<file path="src/rtl/alu_share_arb.sv">
// Two-requester arbiter for one shared 32-bit ALU, registered on both sides.
// Each requester has a valid/ready request channel and a one-entry response buffer.
module alu_share_arb #(
  parameter int PRIO_FIXED = 0
) (
  input  logic        clk,
  input  logic        clrn,
  input  logic        req0_valid,
  output logic        req0_ready,
  input  logic [31:0] req0_a,
  input  logic [31:0] req0_b,
  input  logic [3:0]  req0_aluc,
  output logic        rsp0_valid,
  input  logic        rsp0_ready,
  output logic [31:0] rsp0_r,
  output logic        rsp0_z,
  output logic        rsp0_v,
  input  logic        req1_valid,
  output logic        req1_ready,
  input  logic [31:0] req1_a,
  input  logic [31:0] req1_b,
  input  logic [3:0]  req1_aluc,
  output logic        rsp1_valid,
  input  logic        rsp1_ready,
  output logic [31:0] rsp1_r,
  output logic        rsp1_z,
  output logic        rsp1_v,
  output logic [31:0] alu_a,
  output logic [31:0] alu_b,
  output logic [3:0]  alu_aluc,
  input  logic [31:0] alu_r,
  input  logic        alu_z,
  input  logic        alu_v,
  output logic        busy
);

  localparam logic [0:0] ST_IDLE = 1'b0;
  localparam logic [0:0] ST_EXEC = 1'b1;

  logic [0:0]  state_r;
  logic        last_grant_r;
  logic        owner_r;
  logic [31:0] op_a_r;
  logic [31:0] op_b_r;
  logic [3:0]  op_aluc_r;
  logic        rsp0_valid_r;
  logic [31:0] rsp0_res_r;
  logic        rsp0_z_r;
  logic        rsp0_v_r;
  logic        rsp1_valid_r;
  logic [31:0] rsp1_res_r;
  logic        rsp1_z_r;
  logic        rsp1_v_r;
  logic        elig0_s;
  logic        elig1_s;
  logic        grant0_s;
  logic        grant1_s;

  // A requester still holding an unconsumed result cannot be granted.
  assign elig0_s = req0_valid & ~rsp0_valid_r;
  assign elig1_s = req1_valid & ~rsp1_valid_r;

  // Winner selection; last_grant_r=1 means requester 1 won last, so 0 wins the tie.
  always_comb begin
    grant0_s = 1'b0;
    grant1_s = 1'b0;
    if ((state_r == ST_IDLE) && clrn) begin
      if (elig0_s && elig1_s) begin
        if ((PRIO_FIXED != 0) || last_grant_r) begin
          grant0_s = 1'b1;
        end else begin
          grant1_s = 1'b1;
        end
      end else begin
        grant0_s = elig0_s;
        grant1_s = elig1_s;
      end
    end else begin
      grant0_s = 1'b0;
      grant1_s = 1'b0;
    end
  end

  // Control FSM and operand register feeding the ALU.
  always_ff @(posedge clk or negedge clrn) begin
    if (!clrn) begin
      state_r      <= ST_IDLE;
      last_grant_r <= 1'b1;
      owner_r      <= 1'b0;
      op_a_r       <= 32'h0000_0000;
      op_b_r       <= 32'h0000_0000;
      op_aluc_r    <= 4'b0000;
    end else begin
      case (state_r)
        ST_IDLE: begin
          if (grant0_s || grant1_s) begin
            op_a_r       <= grant1_s ? req1_a : req0_a;
            op_b_r       <= grant1_s ? req1_b : req0_b;
            op_aluc_r    <= grant1_s ? req1_aluc : req0_aluc;
            owner_r      <= grant1_s;
            last_grant_r <= grant1_s;
            state_r      <= ST_EXEC;
          end
        end
        ST_EXEC: state_r <= ST_IDLE;
        default: state_r <= ST_IDLE;
      endcase
    end
  end

  // Response buffers: an EXEC fills only its owner's buffer; a handshake drains it.
  always_ff @(posedge clk or negedge clrn) begin
    if (!clrn) begin
      rsp0_valid_r <= 1'b0;
      rsp0_res_r   <= 32'h0000_0000;
      rsp0_z_r     <= 1'b0;
      rsp0_v_r     <= 1'b0;
      rsp1_valid_r <= 1'b0;
      rsp1_res_r   <= 32'h0000_0000;
      rsp1_z_r     <= 1'b0;
      rsp1_v_r     <= 1'b0;
    end else begin
      if ((state_r == ST_EXEC) && !owner_r) begin
        rsp0_valid_r <= 1'b1;
        rsp0_res_r   <= alu_r;
        rsp0_z_r     <= alu_z;
        rsp0_v_r     <= alu_v;
      end else if (rsp0_ready && rsp0_valid_r) begin
        rsp0_valid_r <= 1'b0;
      end
      if ((state_r == ST_EXEC) && owner_r) begin
        rsp1_valid_r <= 1'b1;
        rsp1_res_r   <= alu_r;
        rsp1_z_r     <= alu_z;
        rsp1_v_r     <= alu_v;
      end else if (rsp1_ready && rsp1_valid_r) begin
        rsp1_valid_r <= 1'b0;
      end
    end
  end

  assign req0_ready = grant0_s;
  assign req1_ready = grant1_s;
  assign rsp0_valid = rsp0_valid_r;
  assign rsp0_r     = rsp0_res_r;
  assign rsp0_z     = rsp0_z_r;
  assign rsp0_v     = rsp0_v_r;
  assign rsp1_valid = rsp1_valid_r;
  assign rsp1_r     = rsp1_res_r;
  assign rsp1_z     = rsp1_z_r;
  assign rsp1_v     = rsp1_v_r;
  assign alu_a      = op_a_r;
  assign alu_b      = op_b_r;
  assign alu_aluc   = op_aluc_r;
  assign busy       = (state_r == ST_EXEC);

endmodule

</file>
<file path="config.mk">
export PLATFORM = sky130hd
export DESIGN_NAME = alu_share_arb
export DESIGN_NICKNAME = d
export VERILOG_FILES = /design/src/rtl/alu_share_arb.sv
export SDC_FILE = /design/constraint.sdc
export NUM_CORES = 1
export LEC_CHECK = 0
export ABC_AREA = 1
export CORE_ASPECT_RATIO = 0.6
export CORE_MARGIN = 2
export CORE_UTILIZATION = 40
export DETAILED_ROUTE_END_ITERATION = 16
export PLACE_DENSITY = 0.8
export SLEW_MARGIN = 20
export SYNTH_ARGS = -nofsm -noshare
export SYNTH_HDL_FRONTEND = slang
export SYNTH_SLANG_ARGS = --single-unit
</file>
<file path="constraint.sdc">
create_clock -name clk -period 1.76 [get_ports clk]
set_input_delay 0.352 -clock clk [delete_from_list [all_inputs] [get_ports clk]]
set_output_delay 0.352 -clock clk [all_outputs]
set_load 0.05 [all_outputs]
</file>
==> results of run 1 <==
==> cells by family after synthesis <==
logic type / count (synthesis)
simple gates: 350
flops: 141
buf+inv: 99
compound gates: 73
==> worst max-delay path: cells and delay by family, from the launching register on <==
family                 cells  cell delay, ns
flip-flops                 1            0.55
buffers and inverters      2            0.27
AND/OR/NAND/NOR            2            0.16
==> cell usage after synthesis, drive strengths merged <==
cell type	number	area, µm²
a21oi	1	5.00
buf	35	191
clkbuf	21	78.8
dfrtp	140	3500
dfstp	1	26.3
inv	43	161
nand2	73	282
nand3	274	1370
nor2	3	21.3
o21ai	72	360
==> worst paths after layout <==
kind | from | endpoint | slack, ns | cells after the start
setup / recovery | last_grant_r$_DFFE_PN1P_ | req1_ready | 0.02 | 4
hold / removal | clrn | rsp0_r[29]$_DFFE_PN0P_ | 0.09 | 2
setup reg to reg | busy$_DFF_PN0_ | alu_b[3]$_DFFE_PN0P_ | 0.18 | 7
hold reg to reg | rsp0_r[22]$_DFFE_PN0P_ | rsp0_r[22]$_DFFE_PN0P_ | 0.48 | 2
max in group asynchronous | clrn | busy$_DFF_PN0_ | 1.10 | 2
min in group clk | rsp0_r[22]$_DFFE_PN0P_ | rsp0_r[22]$_DFFE_PN0P_ | 0.48 | 2
==> through the flow <==
stage | std cells | hold slack [ns] | cell area, µm²
global route | 1183 | 0.153 | 9770
detailed placement | 1145 | 0.474 | 9140
finish | 1183 | 0.0850 | 9770
global placement | 1145 | 0.468 | 9140
floorplan | 663 | 0.0564 | 6020
CTS | 1181 | 0.109 | 9760
==> registers in the layout, indices dropped and copies added, names as in the netlist <==
register / cells
busy: 1
rsp1_r: 32
rsp1_v: 1
owner_r: 1
alu_b: 32
rsp0_v: 1
alu_a: 32
rsp0_valid: 1
alu_aluc: 4
rsp1_valid: 1
rsp1_z: 1
rsp0_r: 32
last_grant_r: 1
rsp0_z: 1
==> what timing repair did <==
| item | in CTS | in global routing |
|---|---|---|
| resized for setup | 5 | 0 |
| hold buffers | 0 | 0 |
| pin swaps | 2 | 0 |
| buffers inserted | 4 | 1 |
| endpoints found under the setup margin | 2 | 2 |
| cloned | 0 | 0 |
==> layout make-up <==
class	instances	area, µm²
clock buffers	18	429
inverters	43	165
well taps	198	248
fillers	1185	4820
flip-flops and latches	141	3530
multi-input cells	423	2090
diodes	1	2.50
clock inverters	14	150
repair buffers	345	3150
==> power by group through the flow <==
| stage | clock, µW | combinational (µW) | sequential [µW] |
|---|---|---|---|
| finish | 3520 | 12100 | 5820 |
| global placement | 0 | 11900 | 5790 |
| CTS | 3600 | 12200 | 5820 |
| floorplan | 0 | 2350 | 11300 |
| global route | 3740 | 12700 | 6020 |
| detailed placement | 0 | 12100 | 5830 |
==> layer usage <==
| metal | part of all wire, % | global-route usage [%] | wire (µm) | vias to the layer above |
|---|---|---|---|---|
| met2 | 48 | 41.8 | 9660 | 260 |
| li1 | - | - | - | 2884 |
| met3 | 8.8 | 7.87 | 1770 | 31 |
| met1 | 41 | 31.8 | 8290 | 2909 |
| met4 | 1.8 | 7.15 | 366 | 0 |
| met5 | 0 | 0 | 0 | - |
==> placed cells by master, fill, tap and decap left out, drive strengths merged <==
cell type | netlist | layout
o21ai | 72 | 72
diode | 0 | 1
clkinv | 0 | 3
a21oi | 1 | 1
clkdlybuf4s50 | 0 | 173
dfrtp | 140 | 140
dlygate4sd2 | 0 | 1
clkinvlp | 0 | 4
inv | 43 | 49
bufinv | 0 | 1
nand3 | 274 | 274
clkbuf | 21 | 18
dfstp | 1 | 1
buf | 35 | 171
nor2 | 3 | 3
nand2 | 73 | 73
==> metrics.yaml, run 1 <==
outcome: "completed"
ir_drop_uv: 1150
synthCells: 663
leakagePower_uw: 0.00464
path_clk_slew_ns: 0.07
switching_power_uw: 10900
num_io_pins: 317
core_mm2: 0.0146
vias_per_cell: 5.14
worstPathMaxFanout: 2
final_core_util_pct: 67.0
path_class: "flip-flop to output port"
min_period_ns: 1.74
area_delta_synth_final_pct: 62.9
grt_max_degree: 142
h-tree-depth: 4
tightest_slew_ns: 0.743
pwr-share-seq_pct: 27.2
switching_share_pct: 51.0
critPathMostFrequentCell: "nand3_4"
critPathMaxStageDelay_ns: 0.55
critPathSlowestCell: "dfstp_2"
synth_top_family_by_area: "simple AND/OR/NAND/NOR gates"
ys_ff_latch: 141
clock-root-buffer: "clkbuf_16"
grt_usage_pct: 25.1
start_util_pct: 41.1
synth_fp_nets: 839
grt_pass1_vias: 6029
cap_violations: 0
rsz0062_at_grt: "true"
yosys_warnings: 0
slew_headroom_pct: 50.5
worstHoldPathType: "input port to async pin"
ant_nets: 0
firstDrtPassIters: 5
hold_violations: 0
syn_area_per_cell_um2: 9.05
ys_types: 17
critPathArrivalTime_ns: 1.39
max_freq_mhz: 575
num_vias: 6084
synth-simple-area-share_pct: 27.9
cts.sinks: 141
nets: 1147
cts_buffer_depth: 2
endpoint_kind: "output port"
synth_compound_area_share_pct: 6.09
finalSetupViolations: 0
start_kind: "flip-flop"
synthAdderAreaFrac_pct: 0
power_density_mw_per_mm2: 2190
place_congestion: 0.824
die_area_mm2: 0.0160
die_w_um: 162
routedWlPerCell_um: 17.0
p_total_uw: 21400
setup_ws_ns: 0.0209
tns_ns: 0
cts_tree: "built"
drc_errors: 0
io_buffer_count: 316
clockPowerShare_pct: 16.4
combPwrFrac_pct: 56.4
post-route-period-util_pct: 98.8
die-height_um: 98.9
grt_overflow: 0
skew_ns: 0.0183
insertion_delay_ns: 0.41
antenna_found_initial: 1
drive_gt1_share_pct: 22.3
slew_violations: 0
cellInternalPower_uw: 10500
num_rows: 34
wl_um: 20100
drt_iter0_markers: 357
cp_cell_sequence: "nand3_4 -> nand3_4 -> clkinvlp_4 -> buf_12"
synthXorXnorAreaFrac_pct: 0
ys_seq_area_share_pct: 58.8
synthMuxAreaShare_pct: 0
crit_required_ns: 1.41
detailed_place_hpwl_um: 14600
cts_buffers: 17
grt_first_pass_wirelength_um: 31900
syn_area_mm2: 0.00600
post-place-ws_ns: -0.108
(Power assumes the default switching activity.)
==> run 2, diff against run 1 <==
Settings changed: CORE_UTILIZATION 40 to 50, DONT_BUFFER_PORTS set to 1, GPL_TIMING_DRIVEN set to 0, PLACE_DENSITY 0.8 to 0.64.
==> run 2 against run 1 <==
Compared with the run above: the run now ends with negative hold slack, negative setup slack left; die area shrank 19%; count of clock-buffer cells in the layout unchanged; largest cell class unchanged; critical path depth up 1; wire length is 6.2% lower; total power down 13%; combinational power is 74% lower; via count down 15%; global-route usage is 3.3 points higher; first-iteration DRC count increased by 9.2%; sequential power grew 100%; setup slack got worse by 0.29 ns.
==> metrics.yaml, run 2 (synthesized netlist as in run 1, its figures left out) <==
die_area_mm2: 0.0129
grt_first_pass_wirelength_um: 27900
firstDrtPassIters: 5
setup_ws_ns: -0.271
switching_power_uw: 10400
num_vias: 5178
mostFrequentLayoutCell: "nand3_1"
clock-root-buffer: "clkbuf_16"
insertion_delay_ns: 0.41
critPathArrivalTime_ns: 1.68
combPwrFrac_pct: 16.7
critPathMaxStageDelay_ns: 0.54
num_io_pins: 317
finalSetupViolations: 2
ant_nets: 0
rsz0062_at_grt: "true"
drive_gt1_share_pct: 13.0
die-height_um: 88.9
hold_ws_ns: -0.372
place_congestion: 0.852
cts_buffer_depth: 2
wl_um: 18800
skew_ns: 0.0100
crit_required_ns: 1.41
area_delta_synth_final_pct: 15.9
start_util_pct: 52.2
path_class: "flip-flop to output port"
routedWlPerCell_um: 21.9
critPathSlowestCell: "dfrtp_2"
io_buffer_count: 0
cp_cell_sequence: "nor2_4 -> buf_6 -> nand3_4 -> buf_6 -> clkinvlp_4"
num_antenna_cells: 0
cp-startpoint: "busy$_DFF_PN0_"
multi_input_area_mm2: 0.00210
layout_common_cells: "nand3_1, dfrtp_1, o21ai_0"
cellInternalPower_uw: 8240
num_rows: 30
grt_pass1_vias: 4879
worstHoldPathType: "input port to async pin"
cts_buffers: 17
drt_iter0_markers: 390
path_clk_slew_ns: 0.06
worstPathMaxFanout: 10
grt_usage_pct: 28.4
ir_drop_uv: 1230
post-route-period-util_pct: 115
vias_per_cell: 6.03
drc_errors: 0
antenna_found_initial: 0
nets: 862
grt_max_degree: 143
slew_violations: 0
outcome: "complete, but fails checks"
seqCellArea_mm2: 0.00353
h-tree-depth: 4
clockPowerShare_pct: 20.1
cap_violations: 0
start_kind: "flip-flop"
die_w_um: 145
cts.sinks: 141
switching_share_pct: 55.9
hold_violations: 141
n_fill_cell: 1016
max_freq_mhz: 492
violations: "negative hold slack, negative setup slack"
post-place-ws_ns: -0.539
cts_tree: "built"
critPathMostFrequentCell: "buf_6"
instances_no_fill: 859
endpoint_kind: "output port"
slew_headroom_pct: 62.2
p_total_uw: 18700
r2r-start: "busy$_DFF_PN0_"
grt_overflow: 0
power_density_mw_per_mm2: 2690
leakagePower_uw: 0.00330
core_mm2: 0.0115
min_period_ns: 2.03
detailed_place_hpwl_um: 13900
pwr-share-seq_pct: 63.2
dp.cells: 823
tightest_slew_ns: 0.567
[run 2: changes by cell type in the layout (fill, tap and decap cells not counted), sizes merged]
| cell | delta |
|---|---|
| buf | -134 |
| bufinv | +2 |
| clkbuf | +23 |
| clkdlybuf4s50 | -173 |
| clkinvlp | +1 |
| diode | -1 |
| dlygate4sd2 | -1 |
| inv | -3 |
[run 2: stage by stage]
step	TNS (ns)	hold slack, ns	utilization (%)	cell area, µm²
6_report	-0.533	-0.372	60.5	6950
5_1_grt	-1.06	-0.399	60.5	6950
4_1_cts	-0.560	-0.383	60.4	6940
3_5_place_dp	-13.29	0.0583	54.2	6220
3_3_place_gp	-10.68	0.0587	54.2	6220
2_1_floorplan	-0.0309	0.0564	-	6020
[run 2: what timing repair did]
| action | CTS | global route |
|---|---|---|
| gates resized for setup | 16 | 13 |
| pin swaps | 6 | 0 |
| setup buffers | 5 | 0 |
| endpoints found under the hold margin | 141 | 141 |
| endpoints found under the setup margin | 71 | 69 |
[run 2: worst paths after layout]
check | end | depth (start not counted) | slack, ns
setup reg to reg | alu_b[22]$_DFFE_PN0P_ | 7 | 0.06
max in group asynchronous | rsp0_valid$_DFFE_PN0P_ | 0 | 1.82
setup / recovery | req1_ready | 5 | -0.27
hold / removal | rsp0_r[14]$_DFFE_PN0P_ | 0 | -0.37
min in group clk | rsp1_valid$_DFFE_PN0P_ | 1 | 0.04
hold reg to reg | last_grant_r$_DFFE_PN1P_ | 2 | 0.60
[run 2: cell type report]
cell class | count | share of cell area [%]
buffer | 55 | 4.23
timing repair buffer | 5 | 0.594
clock buffer | 18 | 6.32
multi-input combinational | 423 | 30.2
sequential | 141 | 50.8
clock inverter | 14 | 2.61
inverter | 43 | 2.38
tap | 160 | 2.88
[run 2: power groups by stage]
stage | registers [µW] | logic (µW) | clock network, µW
2_1_floorplan | 11300 | 2350 | 0
3_3_place_gp | 11800 | 2850 | 0
3_5_place_dp | 11900 | 3030 | 0
4_1_cts | 11800 | 3120 | 3780
5_1_grt | 11900 | 3580 | 3930
6_report | 11800 | 3120 | 3750
[run 2: critical path: cells and delay by family (launching register included)]
family,cells,cell delay (ns)
simple gates,2,0.25
flops,1,0.54
buf+inv,3,0.48
[run 2: metal layers]
layer / routed length [µm] / GRT usage [%] / vias to the layer above / part of all wire, %
met3: 1870 / 10.6 / 35 / 9.9
met4: 393 / 9.54 / 0 / 2.1
met2: 9320 / 47.0 / 259 / 49
li1: - / - / 2315 / -
met1: 7250 / 35.2 / 2569 / 38
met5: 0 / 0 / - / 0
==> run 3, diff against run 2 <==
Settings changed: CORE_MARGIN 2 to 3.
==> run 3 against run 2 <==
Compared with the run above: the run still ends with negative hold slack, negative setup slack left; global-route usage decreased by 0.25 points; non-clock buffer count rose by 5; critical path depth did not move; wire length increased by 1.2%; sequential cell count unchanged; sequential power hardly changed; clock skew grew 0.0015 ns; worst hold slack got worse by 0.0061 ns; combinational power up 3%; via count grew 0.23%.
==> metrics.yaml, run 3 (synthesized netlist as in run 1, its figures left out) <==
power_density_mw_per_mm2: 2690
cap_violations: 0
cts_tree: "built"
area_delta_synth_final_pct: 17.3
num_io_pins: 317
layout_common_cells: "nand3_1, dfrtp_1, o21ai_0"
cts_buffers: 17
core_mm2: 0.0115
critPathSlowestCell: "dfrtp_2"
die-height_um: 90.9
clock-root-buffer: "clkbuf_16"
firstDrtPassIters: 5
path_class: "flip-flop to output port"
drt_iter0_markers: 354
cp_cell_sequence: "inv_2 -> nand3_4 -> nand3_4 -> buf_8 -> clkinvlp_4"
wl_um: 19100
drive_gt1_share_pct: 14.1
die_w_um: 147
finalSetupViolations: 2
leakagePower_uw: 0.00335
reg2reg_slack_ns: 0.03
nets: 867
setup_ws_ns: -0.251
rr_worst_depth: 7
min_period_ns: 2.01
routedWlPerCell_um: 22.1
cts_buffer_depth: 2
crit_required_ns: 1.41
slew_violations: 0
drc_errors: 0
final_core_util_pct: 61.3
place_congestion: 0.837
die_area_mm2: 0.0134
skew_ns: 0.0115
num_vias: 5190
grt_first_pass_wirelength_um: 29600
endpoint_kind: "output port"
mostFrequentLayoutCell: "nand3_1"
hold_violations: 141
critPathArrivalTime_ns: 1.66
max_freq_mhz: 497
critPathMostFrequentCell: "nand3_4"
post-route-period-util_pct: 114
placed_area_mm2: 0.00622
r2r-end: "alu_b[28]$_DFFE_PN0P_"
critPathMaxStageDelay_ns: 0.54
grt_pass1_vias: 5165
violations: "negative hold slack, negative setup slack"
worstPathMaxFanout: 8
slew_headroom_pct: 60.8
grt_max_degree: 143
h-tree-depth: 4
p_total_uw: 18900
antenna_found_initial: 0
tightest_slew_ns: 0.589
io_buffer_count: 0
path_clk_slew_ns: 0.07
detailed_place_hpwl_um: 14000
cts.sinks: 141
r2r-start: "rsp1_valid$_DFFE_PN0P_"
ir_drop_uv: 1140
insertion_delay_ns: 0.42
rsz0062_at_grt: "true"
num_rows: 30
start_util_pct: 52.2
outcome: "complete, but fails checks"
ant_nets: 0
worstHoldPathType: "input port to async pin"
fin_area_mm2: 0.00704
grt_overflow: 0
num_antenna_cells: 0
hold_ws_ns: -0.378
grt_usage_pct: 28.1
start_kind: "flip-flop"
vias_per_cell: 6.01
## run 3: stage by stage
step                setup TNS [ns]  hold WS [ns]  setup slack (ns)  cells
floorplan                  -0.0309        0.0564           -0.0309    663
global placement            -10.09        0.0609            -0.515    823
detailed placement          -13.34        0.0608            -0.546    823
CTS                         -0.539        -0.381            -0.274    859
global route                 -1.08        -0.396            -0.314    864
finish                      -0.498        -0.378            -0.251    864
## run 3: how the worst max path moves through the flow
stage	from	endpoint
after global routing	rsp0_valid$_DFFE_PN0P_	req1_ready
final	rsp0_valid$_DFFE_PN0P_	req1_ready
after global placement	rsp0_valid$_DFFE_PN0P_	req1_ready
after CTS	busy$_DFF_PN0_	req0_ready
after detailed placement	rsp0_valid$_DFFE_PN0P_	req1_ready
after floorplan	busy$_DFF_PN0_	req0_ready
## run 3: layout make-up
cell class / instances / area (µm²)
clock inverter: 14 / 206
inverter: 43 / 168
buffer: 55 / 328
tap: 160 / 200
timing repair buffer: 10 / 75.1
sequential: 141 / 3530
fill: 1001 / 4450
multi-input combinational: 423 / 2090
clock buffer: 18 / 439
## run 3: routing by layer
layer,vias up,wire length (µm),track usage (%)
li1,2324,-,-
met1,2588,7330,34.1
met2,247,9570,47.1
met3,31,1800,10.1
met4,0,358,9.15
met5,-,0,0
## run 3: what timing repair did
item | CTS | global route
pin swaps | 6 | 1
endpoints found under the hold margin | 141 | 141
resized for setup | 14 | 37
setup buffers | 5 | 5
setup endpoints to repair | 71 | 65
## run 3: worst max-delay path: cells and delay by family (launching register included)
kind | cells | cell delay [ns]
buffers and inverters | 3 | 0.52
and+or+nand+nor | 2 | 0.18
DFF | 1 | 0.54
## run 3: power by group
group | total [µW] | internal, µW | switching [µW]
Clock | 3920 | 2440 | 1470
Sequential | 11800 | 4750 | 7070
Combinational | 3200 | 1260 | 1940
Total | 18900 | 8450 | 10500
